[src/rtl/rr_session_mux_if.sv]
`default_nettype none
// ============================================================================
//  Module      : rr_session_mux_if
//  Description : Bundle of grant, per-requester streams and the shared output
//                stream around rr_session_mux. The slave modport is the mux
//                side. The master modport is the arbiter/requester/sink side.
//  Revision    : 1.0  initial release
// ============================================================================
interface rr_session_mux_if #(
    parameter int N_REQ  = 4,
    parameter int DATA_W = 32
);
    localparam int SRC_W = (N_REQ > 1) ? $clog2(N_REQ) : 1;

    logic [N_REQ-1:0]        grant;
    logic                    session_is_finished;
    logic [N_REQ-1:0]        in_valid;
    logic [N_REQ*DATA_W-1:0] in_data;
    logic [N_REQ-1:0]        in_last;
    logic [N_REQ-1:0]        in_ready;
    logic                    out_valid;
    logic [DATA_W-1:0]       out_data;
    logic                    out_last;
    logic                    out_ready;
    logic [SRC_W-1:0]        out_src;
    logic                    err_grant;
    logic                    err_timeout;

    modport slave (
        input  grant, in_valid, in_data, in_last, out_ready,
        output session_is_finished, in_ready, out_valid, out_data, out_last,
               out_src, err_grant, err_timeout
    );

    modport master (
        output grant, in_valid, in_data, in_last, out_ready,
        input  session_is_finished, in_ready, out_valid, out_data, out_last,
               out_src, err_grant, err_timeout
    );
endinterface
`default_nettype wire

[src/rtl/rr_session_mux.sv]
`default_nettype none
// ============================================================================
//  Module      : rr_session_mux
//  Description : Latches the one-hot grant of a round-robin arbiter and routes
//                the winning requester's valid/ready/data/last stream onto a
//                single shared output. The session ends on last beat, on the
//                MAX_BEATS-th beat, or on an idle timeout. The end of a session
//                is reported back to the arbiter as a one-cycle finish pulse.
//  Revision    : 1.0  initial release
// ============================================================================
module rr_session_mux #(
    parameter int N_REQ     = 4,
    parameter int DATA_W    = 32,
    parameter int MAX_BEATS = 16,
    parameter int IDLE_TMO  = 64
) (
    input  logic            clk,
    input  logic            rst_an,
    rr_session_mux_if.slave bus
);
    localparam int SRC_W  = (N_REQ > 1)     ? $clog2(N_REQ)     : 1;
    localparam int BEAT_W = (MAX_BEATS > 1) ? $clog2(MAX_BEATS) : 1;
    localparam int TMO_W  = (IDLE_TMO > 1)  ? $clog2(IDLE_TMO)  : 1;
    localparam logic [BEAT_W-1:0] C_BEAT_LAST = BEAT_W'(MAX_BEATS - 1);
    localparam logic [TMO_W-1:0]  C_TMO_LAST  = TMO_W'(IDLE_TMO - 1);

    typedef enum logic [1:0] {
        S_IDLE = 2'd0,
        S_XFER = 2'd1,
        S_FIN  = 2'd2
    } state_t;

    state_t            state_q, state_d;
    logic [SRC_W-1:0]  src_q, src_d;
    logic [BEAT_W-1:0] beat_q, beat_d;
    logic [TMO_W-1:0]  tmo_q, tmo_d;
    logic              err_grant_q, err_grant_d;
    logic              err_tmo_q, err_tmo_d;

    logic [SRC_W-1:0]  w_grant_idx;
    logic              w_grant_onehot;
    logic              w_grant_any;
    logic              w_xfer;
    logic              w_sel_valid;
    logic              w_sel_last;
    logic [DATA_W-1:0] w_sel_data;
    logic              w_out_last;
    logic              w_hs;

    // Encode the grant vector to an index and classify it as one-hot or not.
    always_comb begin
        w_grant_idx = '0;
        for (int i = 0; i < N_REQ; i++) begin
            if (bus.grant[i]) begin
                w_grant_idx = i[SRC_W-1:0];
            end
        end
        w_grant_any    = |bus.grant;
        w_grant_onehot = w_grant_any &&
                         ((bus.grant & (bus.grant - N_REQ'(1))) == '0);
    end

    // Select the latched requester's stream.
    always_comb begin
        w_sel_valid = bus.in_valid[src_q];
        w_sel_last  = bus.in_last[src_q];
        w_sel_data  = bus.in_data[int'(src_q)*DATA_W +: DATA_W];
    end

    // The shared port is a pure pass-through, so it is only live while in XFER.
    assign w_xfer     = (state_q == S_XFER);
    assign w_out_last = w_sel_last | (beat_q == C_BEAT_LAST);
    assign w_hs       = w_xfer & w_sel_valid & bus.out_ready;

    assign bus.out_valid           = w_xfer & w_sel_valid;
    assign bus.out_data            = w_xfer ? w_sel_data : '0;
    assign bus.out_last            = w_xfer & w_out_last;
    assign bus.in_ready            = w_xfer ? (N_REQ'(bus.out_ready) << src_q) : '0;
    assign bus.out_src             = src_q;
    assign bus.session_is_finished = (state_q == S_FIN);
    assign bus.err_grant           = err_grant_q;
    assign bus.err_timeout         = err_tmo_q;

    // Session sequencing: latch grant, count beats and idle cycles, finish.
    always_comb begin
        state_d     = state_q;
        src_d       = src_q;
        beat_d      = beat_q;
        tmo_d       = tmo_q;
        err_grant_d = 1'b0;
        err_tmo_d   = 1'b0;
        case (state_q)
            S_IDLE: begin
                if (w_grant_onehot) begin
                    src_d   = w_grant_idx;
                    beat_d  = '0;
                    tmo_d   = '0;
                    state_d = S_XFER;
                end else if (w_grant_any) begin
                    err_grant_d = 1'b1;
                end
            end
            S_XFER: begin
                if (w_hs) begin
                    beat_d = beat_q + BEAT_W'(1);
                    if (w_out_last) begin
                        state_d = S_FIN;
                    end
                end
                // A valid beat (accepted or stalled) restarts the idle window;
                // the timeout error coincides with the finish pulse.
                if (w_sel_valid) begin
                    tmo_d = '0;
                end else if (tmo_q == C_TMO_LAST) begin
                    err_tmo_d = 1'b1;
                    state_d   = S_FIN;
                end else begin
                    tmo_d = tmo_q + TMO_W'(1);
                end
            end
            S_FIN: begin
                state_d = S_IDLE;
            end
            default: begin
                state_d = S_IDLE;
            end
        endcase
    end

    // State and registered outputs; reset drops any session without a finish.
    always_ff @(posedge clk or negedge rst_an) begin
        if (!rst_an) begin
            state_q     <= S_IDLE;
            src_q       <= '0;
            beat_q      <= '0;
            tmo_q       <= '0;
            err_grant_q <= 1'b0;
            err_tmo_q   <= 1'b0;
        end else begin
            state_q     <= state_d;
            src_q       <= src_d;
            beat_q      <= beat_d;
            tmo_q       <= tmo_d;
            err_grant_q <= err_grant_d;
            err_tmo_q   <= err_tmo_d;
        end
    end
endmodule
`default_nettype wire

[src/flat_wrapper.sv]
// flat-port wrapper written by rule: the top's interface ports become plain ports
module rr_session_mux_flat 
#(
    parameter int N_REQ     = 4,
    parameter int DATA_W    = 32,
    parameter int MAX_BEATS = 16,
    parameter int IDLE_TMO  = 64
)
  (clk, rst_an, bus_grant, bus_in_valid, bus_in_data, bus_in_last, bus_out_ready, bus_session_is_finished, bus_in_ready, bus_out_valid, bus_out_data, bus_out_last, bus_out_src, bus_err_grant, bus_err_timeout);
  rr_session_mux_if #(.N_REQ(N_REQ), .DATA_W(DATA_W)) bus_i ();
  input  logic clk;
  input  logic rst_an;
  input wire logic [$bits(bus_i.grant)-1:0] bus_grant;
  input wire logic [$bits(bus_i.in_valid)-1:0] bus_in_valid;
  input wire logic [$bits(bus_i.in_data)-1:0] bus_in_data;
  input wire logic [$bits(bus_i.in_last)-1:0] bus_in_last;
  input wire logic [$bits(bus_i.out_ready)-1:0] bus_out_ready;
  output wire logic [$bits(bus_i.session_is_finished)-1:0] bus_session_is_finished;
  output wire logic [$bits(bus_i.in_ready)-1:0] bus_in_ready;
  output wire logic [$bits(bus_i.out_valid)-1:0] bus_out_valid;
  output wire logic [$bits(bus_i.out_data)-1:0] bus_out_data;
  output wire logic [$bits(bus_i.out_last)-1:0] bus_out_last;
  output wire logic [$bits(bus_i.out_src)-1:0] bus_out_src;
  output wire logic [$bits(bus_i.err_grant)-1:0] bus_err_grant;
  output wire logic [$bits(bus_i.err_timeout)-1:0] bus_err_timeout;
  assign bus_i.grant = bus_grant;
  assign bus_i.in_valid = bus_in_valid;
  assign bus_i.in_data = bus_in_data;
  assign bus_i.in_last = bus_in_last;
  assign bus_i.out_ready = bus_out_ready;
  assign bus_session_is_finished = bus_i.session_is_finished;
  assign bus_in_ready = bus_i.in_ready;
  assign bus_out_valid = bus_i.out_valid;
  assign bus_out_data = bus_i.out_data;
  assign bus_out_last = bus_i.out_last;
  assign bus_out_src = bus_i.out_src;
  assign bus_err_grant = bus_i.err_grant;
  assign bus_err_timeout = bus_i.err_timeout;
  rr_session_mux #(.N_REQ(N_REQ), .DATA_W(DATA_W), .MAX_BEATS(MAX_BEATS), .IDLE_TMO(IDLE_TMO)) u_core (.clk(clk), .rst_an(rst_an), .bus(bus_i));
endmodule
[config.mk]
export PLATFORM = sky130hd
export DESIGN_NAME = rr_session_mux_flat
export DESIGN_NICKNAME = d
export VERILOG_FILES = /design/src/rtl/rr_session_mux_if.sv /design/src/rtl/rr_session_mux.sv /design/src/flat_wrapper.sv
export SDC_FILE = /design/constraint.sdc
export NUM_CORES = 1
export LEC_CHECK = 0
export CAP_MARGIN = 25
export CORE_ASPECT_RATIO = 1.1
export CORE_UTILIZATION = 31
export DETAILED_ROUTE_END_ITERATION = 8
export GPL_TIMING_DRIVEN = 1
export PLACE_DENSITY_LB_ADDON = 0.12
export RECOVER_POWER = 25
export SETUP_SLACK_MARGIN = 0.05
export SYNTH_ARGS = -nofsm -noshare
export SYNTH_HDL_FRONTEND = slang
export SYNTH_SLANG_ARGS = --single-unit
[constraint.sdc]
create_clock -name clk -period 2.34 [get_ports clk]
set_clock_uncertainty 0.05 [all_clocks]
set_input_delay 0.468 -clock clk [delete_from_list [all_inputs] [get_ports clk]]
set_output_delay 0.468 -clock clk [all_outputs]
set_load 0.02 [all_outputs]
==> metrics.yaml <==
status: "finished, violations left"
failed_checks: "negative setup slack"
relSlewSlack_pct: 66.6
start_kind: "register"
crit_type: "reg2out"
ys_seq_area_share_pct: 20.8
rr_worst_depth: 8
p_total_mw: 4.28
dieArea_mm2: 0.00652
cp.arrival_ns: 1.82
grt_pass1_wl_um: 13300
syn2layout_area_growth_pct: 118
die_h_um: 84.6
clk_pin_slew_ns: 0.06
powerDensity_mw_per_mm2: 1020
routed-via-count: 2399
crit_path_frequent_cell: "buf_6"
grt_pass1_vias: 2530
ioPinCount: 186
cts.sinks: 16
slew_viol_final: 0
async_reset_ff_share_pct: 100
final.min_clock_period_ns: 2.34
ys.warnings.count: 0
worst_slew_pin_slew_ns: 0.500
cts_hold_buf: 0
drt_wl_total_um: 8890
avgSynthCellArea_um2: 10.5
grt_max_degree: 26
synth_xor_area_share_pct: 1.82
final_hold_viol_count: 0
clockPowerShare_pct: 5.8
dpl_worst_slack_ns: -0.401
drtIter0Drc: 70
cts_buffers: 3
worstSkewPairLatency_ns: 0.25
synth-simple-area-share_pct: 22.5
slowest_delay_ns: 0.49
fp-row-count: 29
setup_viol: 1
finalNonFillerCells: 468
cp_slowest_cell: "mux4_2"
critPathBufInv: 3
final_util_pct: 71.4
viasPerCell: 5.13
drtPass1Iterations: 4
drcViolationCount: 0
power_frac_comb_pct: 84.5
max-vdd-ir-drop_mv: 0.674
fmaxAchievable_mhz: 427
r2r_slack_ns: 0.13
routedWlPerCell_um: 19.0
synth_seq_cells: 16
start_util_pct: 32.7
gp_congestion: 0.861
antenna_found_initial: 0
cts_tree: "done"
crit_chain: "buf_6 > buf_12 > mux4_2 > a31o_1 > and2_4 > buf_6"
worst_setup_path_end_kind: "primary output"
setup_slack_ns: -0.00257
p_sw_share_pct: 41.9
rsz0062_at_grt: "true"
cp_top_family: "multiplexers"
worstHoldPathType: "reg2reg"
clockBufferDepth: 2
whs_endpoint: "u_core.beat_q[0]"
synth_cell_types: 36
drtAntennaViolNets: 0
p_leak_nw: 1.79
fin_setup_tns_ns: -0.00257
synth_top_family_by_area: "multiplexers"
worstPathRequired_ns: 1.82
root_buffer: "clkbuf_8"
core_area_mm2: 0.00588
fp.dieW_um: 77.1
seqPwrFrac_pct: 9.8
worstHoldStart: "u_core.beat_q[0]"
antennaDiodeCount: 0
drive_gt1_share_pct: 32.0
syn_nets: 328
synth_compound_area_share_pct: 8.53
synth_area_mm2: 0.00192
rr_endpoint: "u_core.tmo_q[5]"
overflow: 0
synthMuxAreaShare_pct: 40.4
min_path_cells: 1
dp_cells: 453
synth_edf_count: 0
synthAdderAreaFrac_pct: 1.30
n_fill_cell: 478
fin_crit_sh_pct: 100
netlist_instances: 183
critPathMaxFanout: 7
switchingPower_mw: 1.79
p_int_mw: 2.49
cts-htree-levels: 1
track_usage_pct: 26.3
synth-main-ff-cell: "dfrtp_1"
max_cap_viol_count: 0
final_nets: 537
r2r_start: "u_core.bus.out_src[0]"
io_buffers: 185
dpl.hpwl_um: 6980
## placed cells by master, fill, tap and decap left out, types with 2 or more instances in the layout
master	synthesis	layout
a21boi_1	3	2
and2_4	0	14
nor3_1	7	7
buf_6	0	14
buf_12	0	4
ha_1	2	2
a21oi_1	4	4
or3_1	3	3
nor2_1	8	8
dfrtp_1	16	15
o21ai_0	6	6
mux4_2	34	34
and2_1	34	20
buf_2	5	17
xor2_1	4	4
buf_4	0	27
a21o_1	1	2
nand2_1	12	12
clkbuf_8	0	4
inv_1	7	7
clkdlybuf4s50_1	0	145
o21ai_1	2	2
dlygate4sd2_1	0	4
nand3_1	8	8
buf_16	0	2
## cells in the mapped netlist, types with 4 or more instances
cell       n  area [um2]
a21oi_1    4        20.0
and2_1    34         213
buf_2      5        25.0
clkbuf_1   9        33.8
dfrtp_1   16         400
inv_1      7        26.3
mux4_2    34         766
nand2_1   12        45.0
nand3_1    8        40.0
nor2_1     8        30.0
nor3_1     7        35.0
o21ai_0    6        30.0
xor2_1     4        35.0
## area by class of cell
cell class	instances	area (um2)	area share, %
tap	77	96.3	2.30
clock buffer	4	55.1	1.31
timing repair buffer	217	2110	50.3
inverter	8	30.0	0.716
sequential	16	402	9.57
multi-input combinational	146	1500	35.8
## layer usage
metal	wire length, um	GRT usage, %	vias to the layer above
met4	109	4.80	0
met1	3400	32.0	1149
met3	796	6.85	10
li1	-	-	1122
met2	4590	47.0	118
met5	0	0	-
## cell families (layout without fill, tap and decap cells)
group | count (synthesis) | after routing
buffers and inverters | 22 | 229
AOI/OAI and AO/OA | 25 | 26
xor gates and xnor gates | 4 | 4
DFF | 16 | 16
adders and majority gates | 2 | 2
and+or+nand+nor | 79 | 79
muxes | 35 | 35
## stage by stage
step	cell area, um2	hold slack, ns
6_report	4200	0.492
5_1_grt	4200	0.502
4_1_cts	4050	0.484
3_5_place_dp	4020	0.471
3_3_place_gp	4020	0.463
2_1_floorplan	1920	0.122
## power groups by stage
stage          sequential, mW  combinational, mW  clock (mW)
6_report                0.417               3.61       0.248
3_3_place_gp            0.423               3.27           0
4_1_cts                 0.410               3.33       0.249
5_1_grt                 0.428               3.82       0.264
3_5_place_dp            0.426               3.32           0
2_1_floorplan           0.437               1.81           0
## worst reg2reg max path, cell delays in order, from the launching register on
cell      delay, ns
dfrtp_2        0.43
buf_6          0.13
buf_12         0.13
mux4_2         0.38
buf_6          0.14
o41ai_4        0.07
a21o_1         0.21
or4_4          0.49
a21boi_2       0.13
## sequential cells by signal, indices dropped and copies added (netlist names)
signal                  cells
u_core.bus.out_src          2
u_core.beat_q               4
u_core.bus.err_grant        1
u_core.bus.err_timeout      1
u_core.tmo_q                6
u_core.state_q              2
## how the worst max path moves through the flow
stage                               start                to  slack [ns]  cells past startpoint
global route        u_core.bus.out_src[0]  bus_out_data[26]       -0.05                      6
floorplan           u_core.bus.out_src[0]  bus_out_data[10]        0.06                      4
finish              u_core.bus.out_src[0]      bus_out_last      -0.003                      6
global placement           bus_in_last[3]      bus_out_last       -0.37                      5
CTS                 u_core.bus.out_src[0]      bus_out_last       -0.05                      6
detailed placement         bus_in_last[3]      bus_out_last       -0.40                      5
## timing repair
item / CTS / global route
resized for setup: 154 / 44
setup buffers: 3 / 5
endpoints found under the setup margin: 41 / 21
cloned: 4 / 0
pin swaps: 0 / 7
Power figures use the tool's default switching activity.
